### src/rtl/ula_seq_pkg.sv
// Shared definitions for the nibble-serial 74181 word sequencer.
package ula_seq_pkg;

  localparam int NIB_W = 4;

  typedef enum logic [1:0] {
    IDLE = 2'd0,
    RUN  = 2'd1,
    DONE = 2'd2
  } state_e;

  // 74181 select codes; SUB and XOR share a code and differ only in mode.
  localparam logic [3:0] SEL_ADD    = 4'b1001;
  localparam logic [3:0] SEL_SUB    = 4'b0110;
  localparam logic [3:0] SEL_XOR    = 4'b0110;
  localparam logic       MODE_LOGIC = 1'b1;
  localparam logic       MODE_ARITH = 1'b0;

  function automatic int cnt_width(input int n);
    return (n > 1) ? $clog2(n) : 1;
  endfunction

endpackage

### src/rtl/ula_74181.sv
// Combinational 4-bit 74181 ALU slice, active-high data, active-low carry in/out.
module ula_74181
  import ula_seq_pkg::*;
(
  input  logic [NIB_W-1:0] a_i,
  input  logic [NIB_W-1:0] b_i,
  input  logic [3:0]       s_i,
  input  logic             m_i,
  input  logic             c_n_i,
  output logic [NIB_W-1:0] f_o,
  output logic             c_n4_o,
  output logic             a_eq_b_o
);

  logic [NIB_W-1:0] term_or;
  logic [NIB_W-1:0] term_and;
  logic [NIB_W:0]   sum;

  // Every 74181 function is term_or plus term_and (arithmetic) or their XNOR (logic).
  always_comb begin
    term_or  = a_i | (b_i & {NIB_W{s_i[0]}}) | (~b_i & {NIB_W{s_i[1]}});
    term_and = (a_i & b_i & {NIB_W{s_i[3]}}) | (a_i & ~b_i & {NIB_W{s_i[2]}});
    sum      = {1'b0, term_or} + {1'b0, term_and} + {{NIB_W{1'b0}}, ~c_n_i};
    f_o      = m_i ? ~(term_or ^ term_and) : sum[NIB_W-1:0];
    c_n4_o   = ~sum[NIB_W];
    a_eq_b_o = &f_o;
  end

endmodule

### src/rtl/ula_serial_seq.sv
// Word ALU that runs one 74181 slice over NIBBLES cycles, LSB nibble first,
// with the slice carry chained through a register; result returned via valid/ready.
module ula_serial_seq
  import ula_seq_pkg::*;
#(
  parameter  int NIBBLES = 4,
  localparam int WIDTH   = NIB_W * NIBBLES
) (
  input  logic             clk,
  input  logic             rst_n,
  input  logic             in_valid,
  output logic             in_ready,
  input  logic [WIDTH-1:0] op_a,
  input  logic [WIDTH-1:0] op_b,
  input  logic [3:0]       op_s,
  input  logic             op_m,
  input  logic             op_c_in,
  output logic             out_valid,
  input  logic             out_ready,
  output logic [WIDTH-1:0] result,
  output logic             carry_out,
  output logic             a_eq_b
);

  localparam int          CW       = cnt_width(NIBBLES);
  localparam logic [CW-1:0] CNT_LAST = CW'(NIBBLES - 1);

  state_e           state_q;
  logic [CW-1:0]    cnt_q;
  logic             carry_q;
  logic             eq_acc_q;
  logic [WIDTH-1:0] a_q;
  logic [WIDTH-1:0] b_q;
  logic [3:0]       s_q;
  logic             m_q;
  logic [WIDTH-1:0] res_q;
  logic             cout_q;
  logic             eq_q;

  logic [NIB_W-1:0] slice_a_d;
  logic [NIB_W-1:0] slice_b_d;
  logic [NIB_W-1:0] slice_f;
  logic             slice_c_n4;
  logic             slice_eq;

  assign slice_a_d = a_q[cnt_q*NIB_W +: NIB_W];
  assign slice_b_d = b_q[cnt_q*NIB_W +: NIB_W];

  ula_74181 u_slice (
    .a_i      (slice_a_d),
    .b_i      (slice_b_d),
    .s_i      (s_q),
    .m_i      (m_q),
    .c_n_i    (carry_q),
    .f_o      (slice_f),
    .c_n4_o   (slice_c_n4),
    .a_eq_b_o (slice_eq)
  );

  assign in_ready  = (state_q == IDLE);
  assign out_valid = (state_q == DONE);
  assign result    = res_q;
  assign carry_out = cout_q;
  assign a_eq_b    = eq_q;

  always_ff @(posedge clk or negedge rst_n) begin
    if (!rst_n) begin
      state_q  <= IDLE;
      cnt_q    <= '0;
      carry_q  <= 1'b1;
      eq_acc_q <= 1'b1;
      a_q      <= '0;
      b_q      <= '0;
      s_q      <= '0;
      m_q      <= 1'b0;
      res_q    <= '0;
      cout_q   <= 1'b1;
      eq_q     <= 1'b0;
    end else begin
      case (state_q)
        IDLE: begin
          if (in_valid) begin
            a_q      <= op_a;
            b_q      <= op_b;
            s_q      <= op_s;
            m_q      <= op_m;
            carry_q  <= op_c_in;
            cnt_q    <= '0;
            eq_acc_q <= 1'b1;
            state_q  <= RUN;
          end
        end
        RUN: begin
          res_q[cnt_q*NIB_W +: NIB_W] <= slice_f;
          carry_q  <= slice_c_n4;
          eq_acc_q <= eq_acc_q & slice_eq;
          if (cnt_q == CNT_LAST) begin
            // Logic mode has no meaningful carry, so report "no carry".
            cout_q  <= m_q | slice_c_n4;
            eq_q    <= eq_acc_q & slice_eq;
            state_q <= DONE;
          end else begin
            cnt_q <= cnt_q + CW'(1);
          end
        end
        DONE: begin
          if (out_ready) state_q <= IDLE;
        end
        default: state_q <= IDLE;
      endcase
    end
  end

endmodule

### config.mk
export PLATFORM = sky130hd
export DESIGN_NAME = ula_serial_seq
export DESIGN_NICKNAME = d
export VERILOG_FILES = /design/src/rtl/ula_seq_pkg.sv /design/src/rtl/ula_74181.sv /design/src/rtl/ula_serial_seq.sv
export SDC_FILE = /design/constraint.sdc
export NUM_CORES = 1
export LEC_CHECK = 0
export BUFFER_PORTS_ARGS = -buffer_cell sky130_fd_sc_hd__buf_2
export CAP_MARGIN = 25
export CORE_MARGIN = 2
export CORE_UTILIZATION = 40
export DETAILED_ROUTE_END_ITERATION = 12
export PLACE_DENSITY = 0.63
export SLEW_MARGIN = 20
export SYNTH_ARGS = -nofsm -noshare
export SYNTH_HDL_FRONTEND = slang
export SYNTH_SLANG_ARGS = --single-unit
### constraint.sdc
create_clock -name clk -period 3.4 [get_ports clk]
set_input_delay 0.51 -clock clk [delete_from_list [all_inputs] [get_ports clk]]
set_output_delay 0.51 -clock clk [all_outputs]
set_load 0.05 [all_outputs]
### Word-level counts from Yosys, hierarchy flattened

Index checks and enable logic that the tools add are counted.

* register bits: 61
* bits in latches: 0
* memory bits (writable): 0
* bits in read-only memories: 0
* input port bits: 42
* output and inout port bits: 20
* logic and storage cells: 63
* memories: 0

* add/subtract/negate cells: 4
* $mul: 0
* div/mod/pow operators: 0
* magnitude comparators: 0
* equality and inequality tests: 7
* shift-type cells: 4
* multiplexer cells: 13
* bitwise gates (word level): 16
* reduce and logical (&&, ||, !) cells: 8

Operators with widths (number)
* $neg 4->34: 1
* $shift 4x34->16 const A: 1
* $shiftx 4x34->16: 1
* $shiftx 16x5->4: 2
* $and 4x4->4: 6
* $bwmux 16: 1
* $or 4x4->4: 3
* $mux 2: 5
* $not 4->4: 2
* $ne 2x2->1 const B: 3
* $pmux 2 s3: 1
* $reduce_and 2->1: 3
* $reduce_and 3->1: 2
* $add 4x4->5: 1
* $add 5x1->5: 1
* $eq 2x2->1 const B: 2
* $mux 4: 1
* $pmux 1 s2: 2
* $pmux 2 s2: 1
* $reduce_and 4->1: 1
* $xor 4x4->4: 1
* $add 2x1->2 const B: 1
* $eq 2x1->1 const B: 1
* $logic_not 2->1: 1
* 6 further kinds: 8

### Logic depth before layout (Yosys ltp)

Gate-level depths: netlist (run 1).

* depth in word-level cells: 11
* depth in mapped cells: 10
* gate-level depth less buffers: 9

### Modules after synthesis

A second synthesis (run 1) with hierarchy kept.

* cells, all modules: 251
* area total of the unflattened synthesis: 3215.6 sq um

By module, submodules not included
* ula_serial_seq: times used 1, cells an instance 209, area an instance 2877.8 sq um, sequential area each 1530.2 sq um
* ula_74181: times used 1, cells an instance 42, area an instance 337.8 sq um, sequential area each 0.0 sq um

### Worst setup path after synthesis (run 1)

No wires, ideal clock.

* kind: flip-flop to flip-flop
* start point: register cnt_q[0]
* end point: register eq_q (netlist: a_eq_b)
* library setup time: 121 ps
* data arrival time: 2848 ps
* required time: 3279 ps
* path slack: 431 ps
* stages on the path, launching flop included: 11
* path buffers: 2
* clock period less this slack: 2969 ps
* cell sequence: dfrtp_1 buf_6 buf_12 mux4_2 a211o_1 fa_1 fa_1 nor2_1 xnor2_1 and4b_1 a22o_1

* cells in the longest elaborated chain, start to end: 10
* elaborated cells between the ends (all ways): 21
* those cells by class: add/sub: 2; eq/ne: 1; shift: 2; mux: 1; bitwise: 13; reduce/logical: 2

Ends and longest elaborated chain
* start, declared: RTL line ula_serial_seq.sv:29 `logic [CW-1:0] cnt_q;`
* start signal, assigned: RTL line ula_serial_seq.sv:103 `cnt_q <= cnt_q + CW'(1);`
* $shiftx 16x5->4: RTL line ula_serial_seq.sv:47 `assign slice_b_d = b_q[cnt_q*NIB_W +: NIB_W];`
* $not 4->4: RTL line ula_74181.sv:21, ula_74181.sv:22
* $and 4x4->4 (2 in a row): RTL line ula_74181.sv:22 `term_and = (a_i & b_i & {NIB_W{s_i[3]}}) | (a_i & ~b_i & {NIB_W{s_i[2]}});`
* $or 4x4->4: RTL line ula_74181.sv:22
* $add 4x4->5 or $xor 4x4->4 (tied branches): RTL line ula_74181.sv:23, ula_74181.sv:24
* $add 5x1->5 or $not 4->4 (tied branches): RTL line ula_74181.sv:23, ula_74181.sv:24
* $mux 4: RTL line ula_74181.sv:24 `f_o = m_i ? ~(term_or ^ term_and) : sum[NIB_W-1:0];`
* $reduce_and 4->1: RTL line ula_74181.sv:26 `a_eq_b_o = &f_o;`
* $and 1x1->1: RTL line ula_serial_seq.sv:100 `eq_q <= eq_acc_q & slice_eq;`
* end signal, assigned: RTL line ula_serial_seq.sv:100
* end, declared: RTL line ula_serial_seq.sv:38 `logic eq_q;`

Several ways; a longest one is shown, not always the timed one.
A chain may end at the register's enable or synchronous reset.

### Worst setup path after layout (run 1)

* start point: register cnt_q[0]
* end point: register eq_acc_q

* cells in the longest elaborated chain, start to end: 11
* elaborated cells between the ends (all ways): 20
* those cells by class: add/sub: 2; shift: 2; mux: 2; bitwise: 13; reduce/logical: 1

Ends and longest elaborated chain
* $shiftx 16x5->4: RTL line ula_serial_seq.sv:47
* $not 4->4: RTL line ula_74181.sv:21, ula_74181.sv:22
* $and 4x4->4 (2 in a row): RTL line ula_74181.sv:22
* $or 4x4->4: RTL line ula_74181.sv:22
* $add 4x4->5 or $xor 4x4->4 (tied branches): RTL line ula_74181.sv:23, ula_74181.sv:24
* $add 5x1->5 or $not 4->4 (tied branches): RTL line ula_74181.sv:23, ula_74181.sv:24
* $mux 4 *: RTL line ula_74181.sv:24
* $reduce_and 4->1 *: RTL line ula_74181.sv:26
* $and 1x1->1 *: RTL line ula_serial_seq.sv:96 `eq_acc_q <= eq_acc_q & slice_eq;`
* $pmux 1 s2 *: RTL line ula_serial_seq.sv:80 `case (state_q)`
* end signal, assigned: RTL line ula_serial_seq.sv:96
* end, declared: RTL line ula_serial_seq.sv:31 `logic eq_acc_q;`

Mark *: on every way between the ends. The rest lies on a longest branch, timed or not.

==> impl_metrics.ini, run 1 <==
[clocking]
ctsHtreeMaxLevel = 3
clkLatencyLatePin_ns = 0.34
cts.clk_slew.worst_paths_ns = 0.08
ctsHoldBuffers = 0
post_cts_buffers = 0
ctsResizeCount = 0
cts_tree = built
cts-root-buf = clkbuf_8
clockBufferDepth = 2
clkSinkCount = 61
cts_inserted_buffers = 9

[critical_path]
critPathCapture = eq_acc_q
cp.arrival_ns = 3.31
r2r_cells = 8
critPathMaxStageDelay_ns = 0.56
crit_chain = buf_4, mux4_2, a211o_1, ha_1, a21o_1, a211oi_2, xnor2_1, a41o_1
r2r_slack_ns = 0.37
required_ns = 3.68
crit_path_start_kind = flop
startpoint = cnt_q[0]
slowest_stage = mux4_2
cp-end-kind = flop
cp.depth = 8
critical_path_buf_inv_count = 1
crit_family = compound AO/OA/AOI/OAI gates
crit-reg2reg-launch = cnt_q[0]
path_max_fanout = 6
r2r_end = eq_acc_q
worstSetupPathType = reg -> reg

[sta]
worst_pin_slew_ns = 0.636
clock_skew_ns = 0.0116
relSlewSlack = 0.576
period_minus_slack_ns = 3.03
setup-tns-final_ns = 0
hold_ws_ns = 0.195
report.final.hold_viol_count = 0
clock.fmax_mhz = 330
rsz0062_at_grt = no
fin_crit_sh = 0.891
slew_viol_final = 0
setup_viol = 0

[layout]
syn2layout_area_growth_pct = 20.3
final_cell_mix = 60 x buf_2, 58 x dfrtp_1, 37 x mux2_2
drive_above_1_share = 0.447
layout_commonest_cell = buf_2
nets = 344
num_antenna_cells = 0

[drt]
wl_um = 6020
via_count = 1979
drt_iter0_markers = 54
first_pass_iters = 4
via_per_inst = 5.02
routedWlPerCell_um = 15.3
drc = 0
ant_nets = 0

[synthesis]
syn_nets = 275
synth_cells = 221
ys_seq_area_frac = 0.515
synth_area_um2 = 2970
syn_area_per_cell_um2 = 13.5
ys_ff_latch = 61
ys_types = 32
ys_warn_count = 0

[placed_design]
portBuffers = 61
dp_hpwl_um = 4490
gp_congestion = 0.748

[outcome]
status = finished clean

[grt]
grt_pass1_vias = 2121
antenna_found_initial = 0
grt_max_degree = 53
grt_pass1_wl_um = 10300
overflow = 0
grtUsageTotal = 0.161

[floorplan]
start_util = 0.412
die_h_um = 90.2
io_pins = 62
coreArea_um2 = 7210
dieArea_um2 = 8140
fp.dieW_um = 90.2
rows = 31

[worst_hold_path]
hold_class = in -> async

[flow_run]
timing.max_cap.violations = 0
worst register-to-register path, delay by kind of cell (launching register included):
kind / cells / cell delay [ns]
AO/OA/AOI/OAI: 4 / 1.07
multiplexers: 1 / 0.56
flip-flops: 1 / 0.47
adder cells (fa/ha/maj): 1 / 0.35
XOR/XNOR: 1 / 0.29
buffers and inverters: 1 / 0.22
through the flow:
| stage | util | instance area [um^2] | setup WS [ns] | std cells |
|---|---|---|---|---|
| 5_1_grt | 0.496 | 3580 | 0.195 | 394 |
| 4_1_cts | 0.496 | 3580 | 0.349 | 394 |
| 6_report | 0.496 | 3580 | 0.369 | 394 |
| 3_3_place_gp | 0.469 | 3380 | 0.448 | 378 |
| 2_1_floorplan | - | 2970 | 0.431 | 221 |
| 3_5_place_dp | 0.469 | 3390 | 0.377 | 378 |
flip-flops by register name (all words and copies together) (netlist names):
name	count
result	16
carry_q	1
carry_out	1
cnt_q	2
eq_acc_q	1
state_q	2
s_q	4
a_eq_b	1
b_q	16
a_q	16
m_q	1
Yosys cell counts:
| cell | number | area (um^2) |
|---|---|---|
| inv_1 | 6 | 22.5 |
| a22o_1 | 14 | 123 |
| buf_2 | 5 | 25.0 |
| dfstp_2 | 3 | 78.8 |
| nor2b_1 | 10 | 62.6 |
| and4_1 | 1 | 8.76 |
| dfrtp_1 | 58 | 1450 |
| and4_2 | 1 | 10.0 |
| mux2_2 | 37 | 417 |
| fa_1 | 2 | 40.0 |
| a21oi_1 | 4 | 20.0 |
| xnor2_1 | 2 | 17.5 |
| mux2i_1 | 4 | 40.0 |
| mux4_2 | 8 | 180 |
| nand4_1 | 1 | 6.26 |
| buf_6 | 1 | 11.3 |
| o31ai_1 | 4 | 30.0 |
| nor2_1 | 15 | 56.3 |
| a211o_1 | 4 | 35.0 |
| o21ai_0 | 3 | 15.0 |
| nand2b_1 | 1 | 6.26 |
| a41o_1 | 1 | 10.0 |
| a21o_1 | 6 | 45.0 |
| a211oi_2 | 1 | 12.5 |
| and4b_1 | 2 | 20.0 |
| buf_4 | 2 | 15.0 |
| nand3b_1 | 1 | 7.51 |
| nor3b_2 | 1 | 12.5 |
| a221oi_1 | 1 | 8.76 |
| ha_1 | 10 | 125 |
| nand2_1 | 11 | 41.3 |
| buf_12 | 1 | 20.0 |
how the worst min path moves through the flow:
stage,end,from
after floorplan,a_eq_b,rst_n
after global placement,result[8],result[8]
after detailed placement,result[9],result[9]
after CTS,result[9],rst_n
after global routing,result[9],rst_n
final,result[8],rst_n
cells by family (layout without fill, tap and decap cells):
| logic type | count (synthesis) | in the layout | share of synthesized area |
|---|---|---|---|
| buffers and inverters | 15 | 89 | 0.0315 |
| AND/OR/NAND/NOR | 44 | 44 | 0.0778 |
| multiplexers | 49 | 49 | 0.214 |
| flip-flops | 61 | 61 | 0.515 |
| adder cells (fa/ha/maj) | 12 | 12 | 0.0555 |
| XOR/XNOR | 2 | 2 | 0.00589 |
| AO/OA/AOI/OAI | 38 | 38 | 0.101 |
cell type report:
type	instances	area, um^2
clock inverter	4	47.5
sequential	61	1530
inverter	6	22.5
clock buffer	12	145
timing repair buffer	67	353
fill	713	3640
tap	99	124
multi-input combinational	145	1360
per-layer routing:
layer,up-vias,wire (um),track usage
met4,0,90,0.0615
met2,52,2880,0.259
met3,10,322,0.0436
li1,944,-,-
met1,973,2720,0.209
met5,-,0,0
Power of run 1 is not shown: default switching activity piles up to over one toggle a cycle in this logic, so the estimate is an artifact.
==> run 2, diff against run 1 <==
--- a/config.mk
+++ b/config.mk
@@ -7,10 +7,12 @@
 export LEC_CHECK = 0
 export BUFFER_PORTS_ARGS = -buffer_cell sky130_fd_sc_hd__buf_2
 export CAP_MARGIN = 25
+export CORE_ASPECT_RATIO = 1.5
 export CORE_MARGIN = 2
 export CORE_UTILIZATION = 40
 export DETAILED_ROUTE_END_ITERATION = 12
 export PLACE_DENSITY = 0.63
+export SKIP_CTS_REPAIR_TIMING = 1
 export SLEW_MARGIN = 20
 export SYNTH_ARGS = -nofsm -noshare
 export SYNTH_HDL_FRONTEND = slang
==> impl_metrics.ini, run 2 (synthesis results as in run 1) <==
[sta]
relSlewSlack = 0.630
worst_pin_slew_ns = 0.552
rsz0062_at_grt = no
setup_viol = 0
period_minus_slack_ns = 3.06
setup-tns-final_ns = 0
clock_skew_ns = 0.0121
fin_crit_sh = 0.899
report.final.hold_viol_count = 0
slew_viol_final = 0
clock.fmax_mhz = 327

[clocking]
cts.clk_slew.worst_paths_ns = 0.07
clkLatencyLatePin_ns = 0.34
clockBufferDepth = 2
ctsHtreeMaxLevel = 3
cts_tree = built
cts_inserted_buffers = 9
cts-root-buf = clkbuf_8
clkSinkCount = 61

[layout]
final_cell_mix = 61 x buf_2, 58 x dfrtp_1, 37 x mux2_2
seq_area_um2 = 1530
num_antenna_cells = 0
multi_input_area_um2 = 1360
layout_commonest_cell = buf_2
syn2layout_area_growth_pct = 21.8
fillers = 690
nets = 344
drive_above_1_share = 0.451

[floorplan]
start_util = 0.412
die_h_um = 110
io_pins = 62
dieArea_um2 = 8160
fp.dieW_um = 74.4
coreArea_um2 = 7230
rows = 38

[drt]
wl_um = 5960
routedWlPerCell_um = 15.1
via_per_inst = 4.93
first_pass_iters = 4
via_count = 1949
drc = 0
ant_nets = 0
drt_iter0_markers = 67

[grt]
antenna_found_initial = 0
use_met1 = 0.195
grt_max_degree = 40
grtUsageTotal = 0.164
top_usage_layer = met2
overflow = 0
grt_pass1_vias = 1956
grt_pass1_wl_um = 9690
met3_usage = 0.0312
use_met2 = 0.269

[flow_run]
timing.max_cap.violations = 0

[critical_path]
worstSetupPathType = reg -> reg
cp-end-kind = flop
r2r_end = a_eq_b
cp.arrival_ns = 3.33
r2r_cells = 8
crit-reg2reg-launch = cnt_q[0]
required_ns = 3.67
path_max_fanout = 6
crit_path_start_kind = flop
r2r_slack_ns = 0.34

[placed_design]
portBuffers = 61
dp_hpwl_um = 4560
gp_congestion = 0.766

[worst_hold_path]
hold_class = in -> async

[outcome]
status = finished clean
==> run 2: changes by cell type in the layout (fill, tap and decap cells not counted) <==
cell        delta
buf_12         +1
buf_2          +1
buf_4          -2
bufinv_16      +1
clkbuf_1       -1
clkbuf_8       +1
clkinvlp_4     -1
==> run 2: critical path, stage by stage, from the launching register on <==
cell     delay, ns
dfrtp_1       0.46
mux4_2        0.57
a211o_1       0.36
fa_1          0.44
fa_1          0.39
nor2_1        0.12
xnor2_1       0.26
and4b_1       0.26
a22o_1        0.12
==> run 2: area by class of cell <==
| type | count | area share |
|---|---|---|
| clock buffers | 12 | 0.0428 |
| clock inverters | 4 | 0.0193 |
| multi-input cells | 145 | 0.374 |
| inverters | 6 | 0.00622 |
| well taps | 100 | 0.0345 |
| repair buffers | 67 | 0.100 |
| flip-flops and latches | 61 | 0.422 |
==> run 2: metal layers <==
layer  routed length, um  part of all wire
met1                2410              0.40
met3                 198             0.033
met5                   0                 0
met4                 189             0.032
met2                3160              0.53
==> run 2: worst max path at each step <==
stage,startpoint,end,slack [ns],depth (start not counted)
floorplan,cnt_q[0],a_eq_b,0.43,10
global placement,cnt_q[0],a_eq_b,0.42,8
detailed placement,cnt_q[0],a_eq_b,0.37,8
CTS,cnt_q[0],a_eq_b,0.34,8
global route,cnt_q[0],a_eq_b,0.17,8
finish,cnt_q[0],a_eq_b,0.34,8
==> run 2: per-stage QoR <==
stage          cells  instance area [um^2]  setup slack, ns  hold slack (ns)   util
2_1_floorplan    221                  2970            0.431            0.214      -
4_1_cts          395                  3620            0.338            0.141  0.501
5_1_grt          395                  3620            0.165            0.174  0.501
6_report         395                  3620            0.344            0.137  0.501
3_5_place_dp     379                  3400            0.367            0.467  0.470
3_3_place_gp     378                  3380            0.417            0.463  0.467
Power of run 2 is left out for the same reason.
==> run 3, diff against run 2 <==
--- a/config.mk
+++ b/config.mk
@@ -7,11 +7,13 @@
 export LEC_CHECK = 0
 export BUFFER_PORTS_ARGS = -buffer_cell sky130_fd_sc_hd__buf_2
 export CAP_MARGIN = 25
+export CELL_PAD_IN_SITES_DETAIL_PLACEMENT = 1
+export CELL_PAD_IN_SITES_GLOBAL_PLACEMENT = 1
 export CORE_ASPECT_RATIO = 1.5
 export CORE_MARGIN = 2
 export CORE_UTILIZATION = 40
 export DETAILED_ROUTE_END_ITERATION = 12
-export PLACE_DENSITY = 0.63
+export PLACE_DENSITY_LB_ADDON = 0.1
 export SKIP_CTS_REPAIR_TIMING = 1
 export SLEW_MARGIN = 20
 export SYNTH_ARGS = -nofsm -noshare
==> impl_metrics.ini, run 3 (synthesis results as in run 1) <==
[grt]
grt_pass1_wl_um = 10700
grtUsageTotal = 0.181
overflow = 0
grt_pass1_vias = 2141
grt_max_degree = 40
antenna_found_initial = 0

[sta]
relSlewSlack = 0.577
rsz0062_at_grt = no
worst_pin_slew_ns = 0.630
setup-tns-final_ns = 0
fin_crit_sh = 0.930
clock_skew_ns = 0.00654
setup_viol = 0
report.final.hold_viol_count = 0
slew_viol_final = 0
period_minus_slack_ns = 3.16
clock.fmax_mhz = 316

[floorplan]
coreArea_um2 = 7230
die_h_um = 110
io_pins = 62
dieArea_um2 = 8160
start_util = 0.412
fp.dieW_um = 74.4
rows = 38

[layout]
final_cell_mix = 61 x buf_2, 58 x dfrtp_1, 37 x mux2_2
nets = 345
layout_commonest_cell = buf_2
fillers = 794
seq_area_um2 = 1530
num_antenna_cells = 0
drive_above_1_share = 0.453
multi_input_area_um2 = 1360
syn2layout_area_growth_pct = 21.6

[critical_path]
worstSetupPathType = reg -> reg
path_max_fanout = 7
cp.arrival_ns = 3.42
critical_path_buf_inv_count = 0
slowest_stage = mux4_2
required_ns = 3.65
cp-end-kind = flop
crit_chain = mux4_2, a211o_1, fa_1, fa_1, a21o_1, a21o_1, a221oi_1
critPathMaxStageDelay_ns = 0.60
crit_path_start_kind = flop
crit_family = compound AO/OA/AOI/OAI gates

[clocking]
cts.clk_slew.worst_paths_ns = 0.07
clkSinkCount = 61
cts_tree = built
clkLatencyLatePin_ns = 0.35
cts-root-buf = clkbuf_8
cts_inserted_buffers = 9
clockBufferDepth = 2
ctsHtreeMaxLevel = 3

[placed_design]
gp_congestion = 0.788
portBuffers = 61
dp_hpwl_um = 4970

[drt]
drc = 0
first_pass_iters = 4
via_count = 2002
via_per_inst = 5.06
drt_iter0_markers = 48
wl_um = 6380
ant_nets = 0
routedWlPerCell_um = 16.1

[outcome]
status = finished clean

[flow_run]
timing.max_cap.violations = 0

[worst_hold_path]
hold_class = in -> async
==> run 3: worst paths after layout <==
path                            from         end  slack [ns]  depth (start not counted)
min                            rst_n   result[0]        0.13                          1
max                         cnt_q[0]     carry_q        0.24                          7
max reg2reg                 cnt_q[0]     carry_q        0.24                          7
min reg2reg                result[0]   result[0]        0.48                          2
max in group asynchronous      rst_n   carry_out        2.43                          3
min in group clk           out_ready  state_q[1]        0.33                          2
==> run 3: stage by stage <==
stage                     hold WS [ns]  setup WS, ns  cell area (um^2)  std cells  utilization
final                            0.129         0.236              3620        396        0.500
after global routing             0.150        0.0301              3620        396        0.500
after CTS                        0.121         0.179              3620        396        0.500
after detailed placement         0.470         0.206              3400        380        0.471
after global placement           0.463         0.279              3380        379        0.468
after floorplan                  0.214         0.431              2970        221            -
==> run 3: final cells by class <==
type | count | area share
clock buffers | 13 | 0.0467
clock inverters | 3 | 0.0118
inverters | 6 | 0.00623
multi-input cells | 145 | 0.375
flip-flops and latches | 61 | 0.423
well taps | 100 | 0.0346
repair buffers | 68 | 0.102
==> run 3: per-layer routing <==
metal | part of all wire | global-route usage | vias to the layer above
li1 | - | - | 944
met1 | 0.41 | 0.214 | 996
met2 | 0.53 | 0.296 | 51
met3 | 0.042 | 0.0467 | 11
met4 | 0.022 | 0.101 | 0
met5 | 0 | 0 | -
Power of run 3 is left out for the same reason.
